File: src/rtl/axi_pkg.sv
// axi_pkg: AXI4-Stream video beat definitions.
//   AXIS_DATA_W      - TDATA width (RGB565)
//   axi4s_payload_t  - one beat: TDATA, TUSER (start of frame), TLAST (end of line)
package axi_pkg;

   localparam int AXIS_DATA_W = 16;

   typedef struct packed {
      logic [AXIS_DATA_W-1:0] tdata;
      logic                   tuser;
      logic                   tlast;
   } axi4s_payload_t;

endpackage

File: src/rtl/vga_pkg.sv
// vga_pkg: shared video definitions.
//   pattern_t     - test-pattern selector (SOLID, BARS, CHECKER, RAMP)
//   RGB565_*      - colour constants used by the pattern generator
//   bar_color()   - maps a colour-bar index (0..7) to its RGB565 colour
package vga_pkg;

   typedef enum logic [1:0] {
      PAT_SOLID   = 2'd0,
      PAT_BARS    = 2'd1,
      PAT_CHECKER = 2'd2,
      PAT_RAMP    = 2'd3
   } pattern_t;

   localparam logic [15:0] RGB565_WHITE   = 16'hFFFF;
   localparam logic [15:0] RGB565_YELLOW  = 16'hFFE0;
   localparam logic [15:0] RGB565_CYAN    = 16'h07FF;
   localparam logic [15:0] RGB565_GREEN   = 16'h07E0;
   localparam logic [15:0] RGB565_MAGENTA = 16'hF81F;
   localparam logic [15:0] RGB565_RED     = 16'hF800;
   localparam logic [15:0] RGB565_BLUE    = 16'h001F;
   localparam logic [15:0] RGB565_BLACK   = 16'h0000;

   // Classic colour-bar order, left to right.
   function automatic logic [15:0] bar_color(input logic [2:0] idx);
      logic [15:0] c;
      case (idx)
         3'd0:    c = RGB565_WHITE;
         3'd1:    c = RGB565_YELLOW;
         3'd2:    c = RGB565_CYAN;
         3'd3:    c = RGB565_GREEN;
         3'd4:    c = RGB565_MAGENTA;
         3'd5:    c = RGB565_RED;
         3'd6:    c = RGB565_BLUE;
         default: c = RGB565_BLACK;
      endcase
      return c;
   endfunction

endpackage

File: src/rtl/axi4s_if.sv
// axi4s_if: AXI4-Stream video bundle.
//   tdata/tuser/tlast/tvalid driven by the master, tready by the slave.
interface axi4s_if;

   logic [axi_pkg::AXIS_DATA_W-1:0] tdata;
   logic                            tuser;
   logic                            tlast;
   logic                            tvalid;
   logic                            tready;

   modport master (output tdata, output tuser, output tlast, output tvalid, input tready);
   modport slave  (input tdata, input tuser, input tlast, input tvalid, output tready);

endinterface

File: src/rtl/pattern_pixel_color.sv
// pattern_pixel_color: combinational RGB565 colour for one pixel.
//   pattern     - selected test pattern
//   x, y        - pixel coordinates inside the active area
//   bar_idx     - colour-bar index (kept by the caller's counter, no divide here)
//   solid_color - colour used by the SOLID pattern
//   color       - resulting RGB565 pixel
module pattern_pixel_color
   import vga_pkg::*;
#(
   parameter int XW = 10,
   parameter int YW = 9
) (
   input  pattern_t        pattern,
   input  logic [XW-1:0]   x,
   input  logic [YW-1:0]   y,
   input  logic [2:0]      bar_idx,
   input  logic [15:0]     solid_color,
   output logic [15:0]     color
);

   // Coordinates widened/truncated to 16 bits: the ramp is defined mod 2^16
   // and the checker needs bit 5 even when the counters are narrower.
   logic [15:0] x16;
   logic [15:0] y16;

   always_comb begin
      x16   = 16'(x);
      y16   = 16'(y);
      color = RGB565_BLACK;
      case (pattern)
         PAT_SOLID:   color = solid_color;
         PAT_BARS:    color = bar_color(bar_idx);
         PAT_CHECKER: color = (x16[5] ^ y16[5]) ? RGB565_WHITE : RGB565_BLACK;
         PAT_RAMP:    color = x16 + y16;
         default:     color = RGB565_BLACK;
      endcase
   end

endmodule

File: src/rtl/axis_frame_source.sv
// axis_frame_source: AXI4-Stream RGB565 test-frame generator.
//   axi_clk      - clock
//   axi_rstn     - asynchronous active-low reset
//   enable       - keep producing frames while high (frames are never cut short)
//   pattern_sel  - pattern for the next frame (sampled at frame start)
//   solid_color  - colour for the SOLID pattern (sampled at frame start)
//   m_axis       - video stream: TUSER = start of frame, TLAST = end of line
//   frame_done   - one-cycle pulse after the last beat of a frame
//   frame_count  - number of completed frames (wraps)
module axis_frame_source
   import vga_pkg::*;
   import axi_pkg::*;
#(
   parameter int H_ACTIVE   = 640,
   parameter int V_ACTIVE   = 480,
   parameter int GAP_CYCLES = 16
) (
   input  logic         axi_clk,
   input  logic         axi_rstn,
   input  logic         enable,
   input  logic [1:0]   pattern_sel,
   input  logic [15:0]  solid_color,
   axi4s_if.master      m_axis,
   output logic         frame_done,
   output logic [31:0]  frame_count
);

   localparam int XW    = (H_ACTIVE > 1) ? $clog2(H_ACTIVE) : 1;
   localparam int YW    = (V_ACTIVE > 1) ? $clog2(V_ACTIVE) : 1;
   localparam int BAR_W = H_ACTIVE / 8;
   localparam int BW    = (BAR_W > 1) ? $clog2(BAR_W) : 1;
   localparam int GW    = (GAP_CYCLES > 1) ? $clog2(GAP_CYCLES) : 1;

   localparam logic [XW-1:0] X_LAST   = XW'(H_ACTIVE - 1);
   localparam logic [YW-1:0] Y_LAST   = YW'(V_ACTIVE - 1);
   localparam logic [BW-1:0] BAR_LAST = BW'(BAR_W - 1);
   localparam logic [GW-1:0] GAP_LAST = GW'((GAP_CYCLES > 0) ? GAP_CYCLES - 1 : 0);

   typedef enum logic [1:0] {ST_IDLE, ST_ACTIVE, ST_GAP} state_t;

   state_t          state_reg,       state_next;
   logic [XW-1:0]   x_reg,           x_next;
   logic [YW-1:0]   y_reg,           y_next;
   logic [BW-1:0]   bar_cnt_reg,     bar_cnt_next;
   logic [2:0]      bar_idx_reg,     bar_idx_next;
   logic [GW-1:0]   gap_cnt_reg,     gap_cnt_next;
   pattern_t        pattern_reg,     pattern_next;
   logic [15:0]     solid_reg,       solid_next;
   logic            tvalid_reg,      tvalid_next;
   axi4s_payload_t  payload_reg,     payload_next;
   logic            frame_done_reg,  frame_done_next;
   logic [31:0]     frame_count_reg, frame_count_next;

   logic            beat_fire;
   logic            x_last;
   logic            frame_last;
   logic            start_frame;   // first beat of a new frame goes on the bus
   logic            advance;       // next beat within the same frame
   logic [15:0]     pixel_color;

   // ---------------------------------------------------------------------
   // Control: state, coordinates, frame bookkeeping
   // ---------------------------------------------------------------------
   always_comb begin
      state_next       = state_reg;
      x_next           = x_reg;
      y_next           = y_reg;
      bar_cnt_next     = bar_cnt_reg;
      bar_idx_next     = bar_idx_reg;
      gap_cnt_next     = gap_cnt_reg;
      pattern_next     = pattern_reg;
      solid_next       = solid_reg;
      frame_done_next  = 1'b0;
      frame_count_next = frame_count_reg;
      start_frame      = 1'b0;
      advance          = 1'b0;

      // TVALID is 1 for the whole ACTIVE state, so the handshake is just TREADY.
      beat_fire  = (state_reg == ST_ACTIVE) && m_axis.tready;
      x_last     = (x_reg == X_LAST);
      frame_last = x_last && (y_reg == Y_LAST);

      case (state_reg)
         ST_IDLE: begin
            if (enable) begin
               state_next  = ST_ACTIVE;
               start_frame = 1'b1;
            end
         end
         ST_ACTIVE: begin
            if (beat_fire) begin
               if (frame_last) begin
                  frame_done_next  = 1'b1;
                  frame_count_next = frame_count_reg + 32'd1;
                  x_next           = '0;
                  y_next           = '0;
                  bar_cnt_next     = '0;
                  bar_idx_next     = '0;
                  if (GAP_CYCLES > 0) begin
                     state_next   = ST_GAP;
                     gap_cnt_next = '0;
                  end else if (enable) begin
                     start_frame  = 1'b1;
                  end else begin
                     state_next   = ST_IDLE;
                  end
               end else begin
                  advance = 1'b1;
               end
            end
         end
         ST_GAP: begin
            if (gap_cnt_reg == GAP_LAST) begin
               if (enable) begin
                  state_next  = ST_ACTIVE;
                  start_frame = 1'b1;
               end else begin
                  state_next  = ST_IDLE;
               end
            end else begin
               gap_cnt_next = gap_cnt_reg + 1'b1;
            end
         end
         default: state_next = ST_IDLE;
      endcase

      if (start_frame) begin
         // Pattern and colour are frozen for the whole frame from here.
         x_next       = '0;
         y_next       = '0;
         bar_cnt_next = '0;
         bar_idx_next = '0;
         pattern_next = pattern_t'(pattern_sel);
         solid_next   = solid_color;
      end else if (advance) begin
         if (x_last) begin
            x_next       = '0;
            y_next       = y_reg + 1'b1;
            bar_cnt_next = '0;
            bar_idx_next = '0;
         end else begin
            x_next = x_reg + 1'b1;
            // Bar index steps every H_ACTIVE/8 pixels without a divider.
            if (bar_cnt_reg == BAR_LAST) begin
               bar_cnt_next = '0;
               bar_idx_next = bar_idx_reg + 3'd1;
            end else begin
               bar_cnt_next = bar_cnt_reg + 1'b1;
            end
         end
      end
   end

   // Colour of the beat that will be on the bus next cycle.
   pattern_pixel_color #(
      .XW (XW),
      .YW (YW)
   ) u_color (
      .pattern     (pattern_next),
      .x           (x_next),
      .y           (y_next),
      .bar_idx     (bar_idx_next),
      .solid_color (solid_next),
      .color       (pixel_color)
   );

   // ---------------------------------------------------------------------
   // Beat payload: only reloaded when a new beat is due, so it holds
   // steady through back-pressure and TREADY never reaches an output.
   // ---------------------------------------------------------------------
   always_comb begin
      payload_next = payload_reg;
      tvalid_next  = (state_next == ST_ACTIVE);
      if (start_frame || advance) begin
         payload_next.tdata = pixel_color;
         payload_next.tuser = (x_next == '0) && (y_next == '0);
         payload_next.tlast = (x_next == X_LAST);
      end else if (state_next != ST_ACTIVE) begin
         payload_next = '0;
      end
   end

   always_ff @(posedge axi_clk or negedge axi_rstn) begin
      if (!axi_rstn) begin
         state_reg       <= ST_IDLE;
         x_reg           <= '0;
         y_reg           <= '0;
         bar_cnt_reg     <= '0;
         bar_idx_reg     <= '0;
         gap_cnt_reg     <= '0;
         pattern_reg     <= PAT_SOLID;
         solid_reg       <= '0;
         tvalid_reg      <= 1'b0;
         payload_reg     <= '0;
         frame_done_reg  <= 1'b0;
         frame_count_reg <= '0;
      end else begin
         state_reg       <= state_next;
         x_reg           <= x_next;
         y_reg           <= y_next;
         bar_cnt_reg     <= bar_cnt_next;
         bar_idx_reg     <= bar_idx_next;
         gap_cnt_reg     <= gap_cnt_next;
         pattern_reg     <= pattern_next;
         solid_reg       <= solid_next;
         tvalid_reg      <= tvalid_next;
         payload_reg     <= payload_next;
         frame_done_reg  <= frame_done_next;
         frame_count_reg <= frame_count_next;
      end
   end

   assign m_axis.tvalid = tvalid_reg;
   assign m_axis.tdata  = payload_reg.tdata;
   assign m_axis.tuser  = payload_reg.tuser;
   assign m_axis.tlast  = payload_reg.tlast;
   assign frame_done    = frame_done_reg;
   assign frame_count   = frame_count_reg;

endmodule

File: src/flat_wrapper.sv
// flat-port wrapper written by rule: the top's interface ports become plain ports
module axis_frame_source_flat import vga_pkg::*; import axi_pkg::*;
#(
   parameter int H_ACTIVE   = 640,
   parameter int V_ACTIVE   = 480,
   parameter int GAP_CYCLES = 16
)
  (axi_clk, axi_rstn, enable, pattern_sel, solid_color, frame_done, frame_count, m_axis_tdata, m_axis_tuser, m_axis_tlast, m_axis_tvalid, m_axis_tready);
  axi4s_if m_axis_i ();
  input  logic axi_clk;
  input  logic axi_rstn;
  input  logic enable;
  input  logic [1:0] pattern_sel;
  input  logic [15:0] solid_color;
  output logic frame_done;
  output logic [31:0] frame_count;
  output wire logic [$bits(m_axis_i.tdata)-1:0] m_axis_tdata;
  output wire logic [$bits(m_axis_i.tuser)-1:0] m_axis_tuser;
  output wire logic [$bits(m_axis_i.tlast)-1:0] m_axis_tlast;
  output wire logic [$bits(m_axis_i.tvalid)-1:0] m_axis_tvalid;
  input wire logic [$bits(m_axis_i.tready)-1:0] m_axis_tready;
  assign m_axis_tdata = m_axis_i.tdata;
  assign m_axis_tuser = m_axis_i.tuser;
  assign m_axis_tlast = m_axis_i.tlast;
  assign m_axis_tvalid = m_axis_i.tvalid;
  assign m_axis_i.tready = m_axis_tready;
  axis_frame_source #(.H_ACTIVE(H_ACTIVE), .V_ACTIVE(V_ACTIVE), .GAP_CYCLES(GAP_CYCLES)) u_core (.axi_clk(axi_clk), .axi_rstn(axi_rstn), .enable(enable), .pattern_sel(pattern_sel), .solid_color(solid_color), .m_axis(m_axis_i), .frame_done(frame_done), .frame_count(frame_count));
endmodule
File: config.mk
export PLATFORM = sky130hd
export DESIGN_NAME = axis_frame_source_flat
export DESIGN_NICKNAME = d
export VERILOG_FILES = /design/src/rtl/axi_pkg.sv /design/src/rtl/vga_pkg.sv /design/src/rtl/axi4s_if.sv /design/src/rtl/pattern_pixel_color.sv /design/src/rtl/axis_frame_source.sv /design/src/flat_wrapper.sv
export SDC_FILE = /design/constraint.sdc
export NUM_CORES = 1
export LEC_CHECK = 0
export CAP_MARGIN = 20
export CORE_ASPECT_RATIO = 1.5
export CORE_MARGIN = 1
export CORE_UTILIZATION = 25
export DETAILED_ROUTE_END_ITERATION = 12
export PLACE_DENSITY_LB_ADDON = 0.25
export SLEW_MARGIN = 20
export SYNTH_ARGS = -nofsm -noshare
export SYNTH_HDL_FRONTEND = slang
export SYNTH_SLANG_ARGS = --single-unit
export TNS_END_PERCENT = 5
File: constraint.sdc
create_clock -name axi_clk -period 4.4 [get_ports axi_clk]
set_input_delay 0.88 -clock axi_clk [delete_from_list [all_inputs] [get_ports axi_clk]]
set_output_delay 0.88 -clock axi_clk [all_outputs]
set_load 0.01 [all_outputs]
# Word level (Yosys, flattened, before mapping)
# Index checks and enable logic that the tools add are counted.
# totals
out_inout_bits,52
reg_bits,105
# classes
eq_ne,21
n_reduce_logical,17
n_mux,52
bitwise_logic,1
addsub,7
# ops
cell,count
$pmux 16 s7,1
$pmux 16 s4,1
$mux 10,6
$mux 9,6
$mux 7,7
$mux 18,2
$add 32x1->32 const B,1
$mux 16,2
$mux 3,7
$eq 10x10->1 const B,2
$mux 4,3
$add 10x9->11,1
$add 10x1->10 const B,1
$logic_not 10->1,1
$mux 2,5
$add 9x1->9 const B,1
$eq 3x3->1 const B,3
$eq 9x9->1 const B,1
$logic_not 9->1,1
$mux 1,9
$reduce_bool 3->1,3
$pmux 4 s2,1
$add 7x1->7 const B,1
$eq 7x7->1 const B,1
other kinds (19),31

# Logic depth before layout (Yosys ltp)
# Gate-level depths: netlist of the first run.
# depth
ltp_word,13
mapped_depth,16

# Modules after synthesis
# From an unflattened synthesis of the first run, not the netlist that was laid out.
# hier_totals
cells_unflattened,539
hier_area_um2,5511.5
# by_module_without_submodules
module,cells_each,n_inst,area_per_inst_um2
axis_frame_source,439,1,4820.9
pattern_pixel_color,100,1,690.7

# Worst setup path after synthesis of the first run
# OpenSTA, ideal clock, no wires.
# synth_timing
path_kind,input to register
from,input m_axis_tready
to,register u_core.payload_reg (netlist bit u_core.m_axis.tdata[10])
path_buffers,2
setup_slack_ns,0.969
path_stages,15
t_arrival_ns,3.308
path_cell_list,and3b_4 -> nand4_2 -> buf_6 -> o21bai_4 -> buf_6 -> nor2_1 -> ha_1 -> fa_1 -> a211oi_1 -> nor2_1 -> o21ai_0 -> a21oi_1 -> a21o_1 -> a31oi_1 -> o21ai_1
# synth_between
elab_cells_between_ends,36
cone_classes,1 x add/sub; 7 x eq/ne; 23 x mux; 1 x bitwise; 4 x reduce/logical
# synth_rtl
element,line,source
"start, declared",flat_wrapper.sv:21,input wire logic [$bits(m_axis_i.tready)-1:0] m_axis_tready;
$logic_and 1x1->1 (*),axis_frame_source.sv:79,beat_fire = (state_reg == ST_ACTIVE) && m_axis.tready;
$mux 9,axis_frame_source.sv:91,if (beat_fire) begin
$mux 9,axis_frame_source.sv:83,case (state_reg)
$mux 9,axis_frame_source.sv:136,if (x_last) begin
$mux 9 (*),axis_frame_source.sv:135,end else if (advance) begin
$mux 9 (*),axis_frame_source.sv:127,if (start_frame) begin
net u_core.u_color.y[0],pattern_pixel_color.sv:15,"input logic [YW-1:0] y,"
$add 10x9->11 (*),pattern_pixel_color.sv:34,PAT_RAMP: color = x16 + y16;
$pmux 16 s4 (*),pattern_pixel_color.sv:30,case (pattern)
$mux 18 (*),axis_frame_source.sv:174,if (start_frame || advance) begin
"end signal, assigned",axis_frame_source.sv:207,payload_reg <= payload_next;
"end, declared",axis_frame_source.sv:50,"axi4s_payload_t payload_reg, payload_next;"
# Mark *: on every way through the listed nets, which the timed path passes. The rest lies on a longest branch.
# A chain may end at the register's enable or synchronous reset.

# Worst setup path in the final report of the first run
# Ends and elaborated chain as after synthesis.

==> results of run 1 <==
==> metal layers <==
layer  GRT usage (%)  wire length [µm]  up-vias
met5               0                 0        -
met1            14.3              5650     2143
met3            2.45               477       22
li1                -                 -     2093
met2            24.2              7490       91
met4            6.22               448        0
==> cells in the mapped netlist, types with 4 or more instances <==
master	n	share of area (%)
a21oi_1	24	2.2
a22o_1	7	1.1
and3_1	12	1.4
and4_1	4	0.64
dfrtp_1	105	48
ha_1	15	3.4
inv_1	11	0.75
mux2_2	17	3.5
nand2_1	58	4.0
nand3_1	28	2.5
nand4_1	9	1.0
nor2_1	42	2.9
nor3_1	8	0.73
o21ai_0	30	2.7
o21ai_1	11	1.0
o31ai_1	5	0.68
or3_1	4	0.46
xnor2_1	33	5.3
xor2_1	16	2.5
==> per-stage QoR <==
| step | hold WS (ns) | instance area (µm²) | utilization (%) | power [µW] |
|---|---|---|---|---|
| after floorplan | 0.468 | 5500 | - | 1960 |
| after global placement | 0.461 | 6670 | 30.8 | 2410 |
| after detailed placement | 0.476 | 6670 | 30.8 | 2420 |
| after CTS | 0.487 | 6980 | 32.2 | 3290 |
| after global routing | 0.495 | 6980 | 32.2 | 3440 |
| final | 0.472 | 6980 | 32.2 | 3230 |
==> worst max path at each step <==
| stage | end | depth (start not counted) |
|---|---|---|
| final | u_core.m_axis.tdata[10]$_DFFE_PN0P_ | 13 |
| after global routing | u_core.m_axis.tdata[10]$_DFFE_PN0P_ | 13 |
| after CTS | u_core.m_axis.tdata[10]$_DFFE_PN0P_ | 13 |
| after detailed placement | u_core.m_axis.tdata[10]$_DFFE_PN0P_ | 13 |
| after global placement | u_core.m_axis.tdata[10]$_DFFE_PN0P_ | 13 |
| after floorplan | u_core.m_axis.tdata[10]$_DFFE_PN0P_ | 15 |
==> layout make-up <==
class	count	share of cell area, %
inverter	11	0.592
timing repair buffer	98	13.1
sequential	105	37.7
clock inverter	5	0.861
tap	272	4.88
clock buffer	11	3.48
multi-input combinational	400	39.4
==> critical path: stages <==
cell and delay, ns:
clkdlybuf4s50_1 0.61, and3b_4 0.24, nand4_2 0.21, or3_2 0.52, a21oi_1 0.29, ha_1 0.33, o21ai_0 0.16, nor2_1 0.07
o21ai_0 0.25, a21oi_1 0.15, a21o_1 0.20, a31oi_1 0.18, o21ai_1 0.09
==> report_power, final <==
group / leakage [µW] / internal (µW) / switching, µW
Clock: 0.000147 / 460 / 377
Sequential: 0.00136 / 1180 / 134
Combinational: 0.00154 / 514 / 559
Total: 0.00304 / 2160 / 1070
==> cells by family after synthesis <==
group	after synthesis	share of synthesized area [%]
AND/OR/NAND/NOR	206	21.1
AO/OA/AOI/OAI	109	13.2
flip-flops	105	47.8
XOR/XNOR	49	7.81
buffers and inverters	22	2.30
multiplexers	20	4.03
adder cells (fa/ha/maj)	16	3.78
==> flow_metrics.tcl, run 1 <==
set metrics [dict create \
    via_count 4349 \
    drv_slew 0 \
    first_pass_iters 4 \
    min_from "u_core.frame_count[31]$_DFFE_PN0P_" \
    grt_max_degree 64 \
    antenna_left 0 \
    p_per_area_nw_per_um2 462 \
    final_cell_mix "105 x dfrtp_1, 72 x clkdlybuf4s50_1, 58 x nand2_1, 42 x nor2_1, 33 x xnor2_1" \
    whs_endpoint "u_core.frame_count[31]$_DFFE_PN0P_" \
    layout_commonest_cell "dfrtp_1" \
    drt-initial-drc-count 202 \
    gp_congestion 0.835 \
    die_area_um2 22600 \
    r2r_end "u_core.m_axis.tdata[10]$_DFFE_PN0P_" \
    multi_input_area_um2 2750 \
    finalWirelength_um 14100 \
    drc 0 \
    maxCapViolCount 0 \
    antenna_cells 0 \
    dieHeight_um 184 \
    async_reset_ff_share_pct 100 \
    crit_type "input pin to flip-flop" \
    total_leakage_power_uw 0.00304 \
    setup_tns_ns 0 \
    drive_above_1_share_pct 14.8 \
    syn-instance-count 527 \
    cts_made_buffers 9 \
    largest_reg_flops 32 \
    cts_tree "built" \
    final_cells 902 \
    setup_slack_ns 0.466 \
    grt_setup_unrepaired "false" \
    syn_nets 565 \
    clkTransAtPathRegs_ns 0.07 \
    cts_root_buf "clkbuf_16" \
    routed_via_density 4.82 \
    start_util_pct 25.4 \
    slew_headroom_pct 43.5 \
    overflow 0 \
    ioPinCount 74 \
    dp_cells 886 \
    yosysUniqueCellTypes 72 \
    ys_ff_latch 105 \
    start_kind "input pin" \
    max-clock-path-buffers 2 \
    grt_first_pass_wirelength_um 22900 \
    fin_crit_sh_pct 89.4 \
    row_count 66 \
    critPathCaptureType "flip-flop" \
    cp.required_ns 4.65 \
    core_area_um2 21600 \
    reg2regPathDepth 15 \
    cts_sinks 105 \
    nFillCells 2267 \
    cts_hold_buf 0 \
    synth_area_um2 5500 \
    syn_to_final_growth_pct 26.9 \
    grt_use_total_pct 13.2 \
    die_w_um 123 \
    max_freq_mhz 254 \
    status "completed" \
    crit_arrival_ns 4.18 \
    post_cts_buffers 0 \
    antenna_found_initial 0 \
    clk_latency_ns 0.36 \
    ctsResizeCount 0 \
    grt_pass1_vias 4553 \
    period_needed_ns 3.93 \
    rrSetupSlack_ns 0.78 \
    worstPathMaxFanout 7 \
    seq_area_frac_synth_pct 47.8 \
    dp_hpwl_um 10700 \
    place_ws_ns 0.162 \
    final-seq-area_um2 2630 \
    syn_avg_cell_area_um2 10.4 \
    io_buffers 73 \
    synth_edf_count 0 \
    reg2reg_from "u_core.x_reg[0]$_DFF_PN0_" \
    htreeDepth 3 \
    vdd.ir_drop.worst_mv 0.230 \
    yosys_warnings 0 \
    nets 663 \
    holdPathStages 1 \
    hold_violations 0 \
    critPathLaunch "m_axis_tready" \
    setup_viol 0 \
    skew_ns 0.0131 \
    wire_per_inst_um 15.6 \
    worstMarginPinSlew_ns 0.848 \
    synth_flop_cell "dfrtp_1" \
    hold_class "flip-flop to flip-flop" \
]
Note: power is estimated with default switching activity, not from simulation.
==> run 2, diff against run 1 <==
PLACE_DENSITY = 0.4   (was not set)
PLACE_DENSITY_LB_ADDON = not set   (was 0.25)
==> flow_metrics.tcl, run 2 (synthesis gave the netlist of run 1 again) <==
set metrics [dict create \
    status "completed" \
    dieHeight_um 184 \
    cts_tree "built" \
    cts_hold_buf 0 \
    final-seq-area_um2 2630 \
    nFillCells 2240 \
    finalWirelength_um 15000 \
    io_buffers 73 \
    swShare_pct 34.9 \
    largest_reg_flops 32 \
    grt_pass1_vias 4547 \
    cts_made_buffers 9 \
    period_needed_ns 3.90 \
    fin_crit_sh_pct 88.6 \
    post_cts_buffers 0 \
    drv_slew 0 \
    drc 0 \
    start_kind "input pin" \
    hold_violations 0 \
    nets 662 \
    reg2reg_from "u_core.x_reg[0]$_DFF_PN0_" \
    crit_type "input pin to flip-flop" \
    setup_viol 0 \
    grt_first_pass_wirelength_um 24300 \
    clkTransAtPathRegs_ns 0.08 \
    die_area_um2 22600 \
    dp_cells 885 \
    cts_sinks 105 \
    core_area_um2 21600 \
    p_per_area_nw_per_um2 459 \
    via_count 4359 \
    worstMarginPinSlew_ns 0.779 \
    ctsResizeCount 0 \
    min_from "u_core.frame_count[31]$_DFFE_PN0P_" \
    gp_congestion 0.823 \
    worstPathMaxFanout 10 \
    dp_hpwl_um 11400 \
    grt_setup_unrepaired "false" \
    final_cells 901 \
    layout_commonest_cell "dfrtp_1" \
    overflow 0 \
    max-clock-path-buffers 2 \
    antenna_left 0 \
    setup_tns_ns 0 \
    first_pass_iters 4 \
    syn_to_final_growth_pct 26.4 \
    clock_power_share_pct 24.8 \
    hold_class "flip-flop to flip-flop" \
    p_switching_uw 1110 \
    reg2regPathDepth 15 \
    slew_headroom_pct 47.9 \
    crit_arrival_ns 4.15 \
    antenna_found_initial 0 \
    htreeDepth 3 \
    grt_max_degree 50 \
    row_count 66 \
    r2r_end "u_core.m_axis.tdata[10]$_DFFE_PN0P_" \
    total_leakage_power_uw 0.00303 \
    ioPinCount 74 \
    cts_root_buf "clkbuf_16" \
    critPathCapture "u_core.m_axis.tdata[4]$_DFFE_PN0P_" \
    maxCapViolCount 0 \
    clk_latency_ns 0.36 \
    p_comb_share_pct 34.1 \
    grt_use_total_pct 14.2 \
    critPathLaunch "m_axis_tready" \
    die_w_um 123 \
    vdd.ir_drop.worst_mv 0.261 \
    final_cell_mix "105 x dfrtp_1, 72 x clkdlybuf4s50_1, 58 x nand2_1, 42 x nor2_1, 33 x xnor2_1" \
    drive_above_1_share_pct 14.6 \
    wire_per_inst_um 16.7 \
    max_freq_mhz 257 \
    routed_via_density 4.84 \
    drt-initial-drc-count 111 \
    rrSetupSlack_ns 0.83 \
    skew_ns 0.0131 \
    critPathCaptureType "flip-flop" \
    internal_power_uw 2070 \
    final_util_pct 32.1 \
    antenna_cells 0 \
    cp.required_ns 4.65 \
    multi_input_area_um2 2750 \
    p_seq_share_pct 41.1 \
    start_util_pct 25.4 \
]
[run 2: power groups by stage]
stage / registers [µW] / logic, µW / clock network [µW]
detailed placement: 1320 / 1110 / 0
finish: 1310 / 1090 / 791
global placement: 1320 / 1110 / 0
global route: 1340 / 1210 / 865
CTS: 1310 / 1120 / 825
floorplan: 1330 / 630 / 0
[run 2: worst min path at each step]
stage	end	slack [ns]	cells after the start
after floorplan	u_core.solid_reg[10]$_DFF_PN0_	0.47	1
after global placement	u_core.frame_count[31]$_DFFE_PN0P_	0.46	1
after detailed placement	u_core.frame_count[31]$_DFFE_PN0P_	0.46	1
after CTS	u_core.frame_count[31]$_DFFE_PN0P_	0.47	1
after global routing	u_core.frame_count[31]$_DFFE_PN0P_	0.50	1
final	u_core.frame_count[31]$_DFFE_PN0P_	0.47	1
[run 2: cell type report]
class,instances,area share (%)
inverters,11,0.594
clock buffers,10,3.29
multi-input cells,400,39.6
repair buffers,97,13.1
flip-flops and latches,105,37.8
clock inverters,6,0.774
well taps,272,4.90
[run 2: worst max-delay path, cell delays in order]
cell and delay (ns):
clkdlybuf4s50_1 0.48, and3b_4 0.29, nand4_2 0.24, or4_1 0.59, a21oi_2 0.22, ha_1 0.30
o21ai_0 0.49, o21ai_1 0.32, a21oi_1 0.25, o21ai_0 0.10
[run 2: routing by layer]
layer / vias to the layer above / global-route usage (%) / wire [µm]
li1: 2088 / - / -
met1: 2146 / 16.4 / 6200
met2: 103 / 25.3 / 7900
met3: 22 / 1.86 / 481
met4: 0 / 7.13 / 451
met5: - / 0 / 0
[run 2: through the flow]
| stage | power (µW) | setup slack [ns] | area [µm²] | hold WS, ns |
|---|---|---|---|---|
| 2_1_floorplan | 1960 | 0.969 | 5500 | 0.468 |
| 3_3_place_gp | 2430 | 0.0476 | 6670 | 0.456 |
| 3_5_place_dp | 2430 | 0.0381 | 6670 | 0.464 |
| 4_1_cts | 3250 | 0.408 | 6950 | 0.474 |
| 5_1_grt | 3420 | 0.223 | 6950 | 0.498 |
| 6_report | 3190 | 0.502 | 6950 | 0.472 |
==> run 3, diff against run 2 <==
HOLD_SLACK_MARGIN = 0.05   (was not set)
SLEW_MARGIN = not set   (was 20)
==> results of run 3 <==
The final DEF is identical to that of run 2; final timing and power are the same.
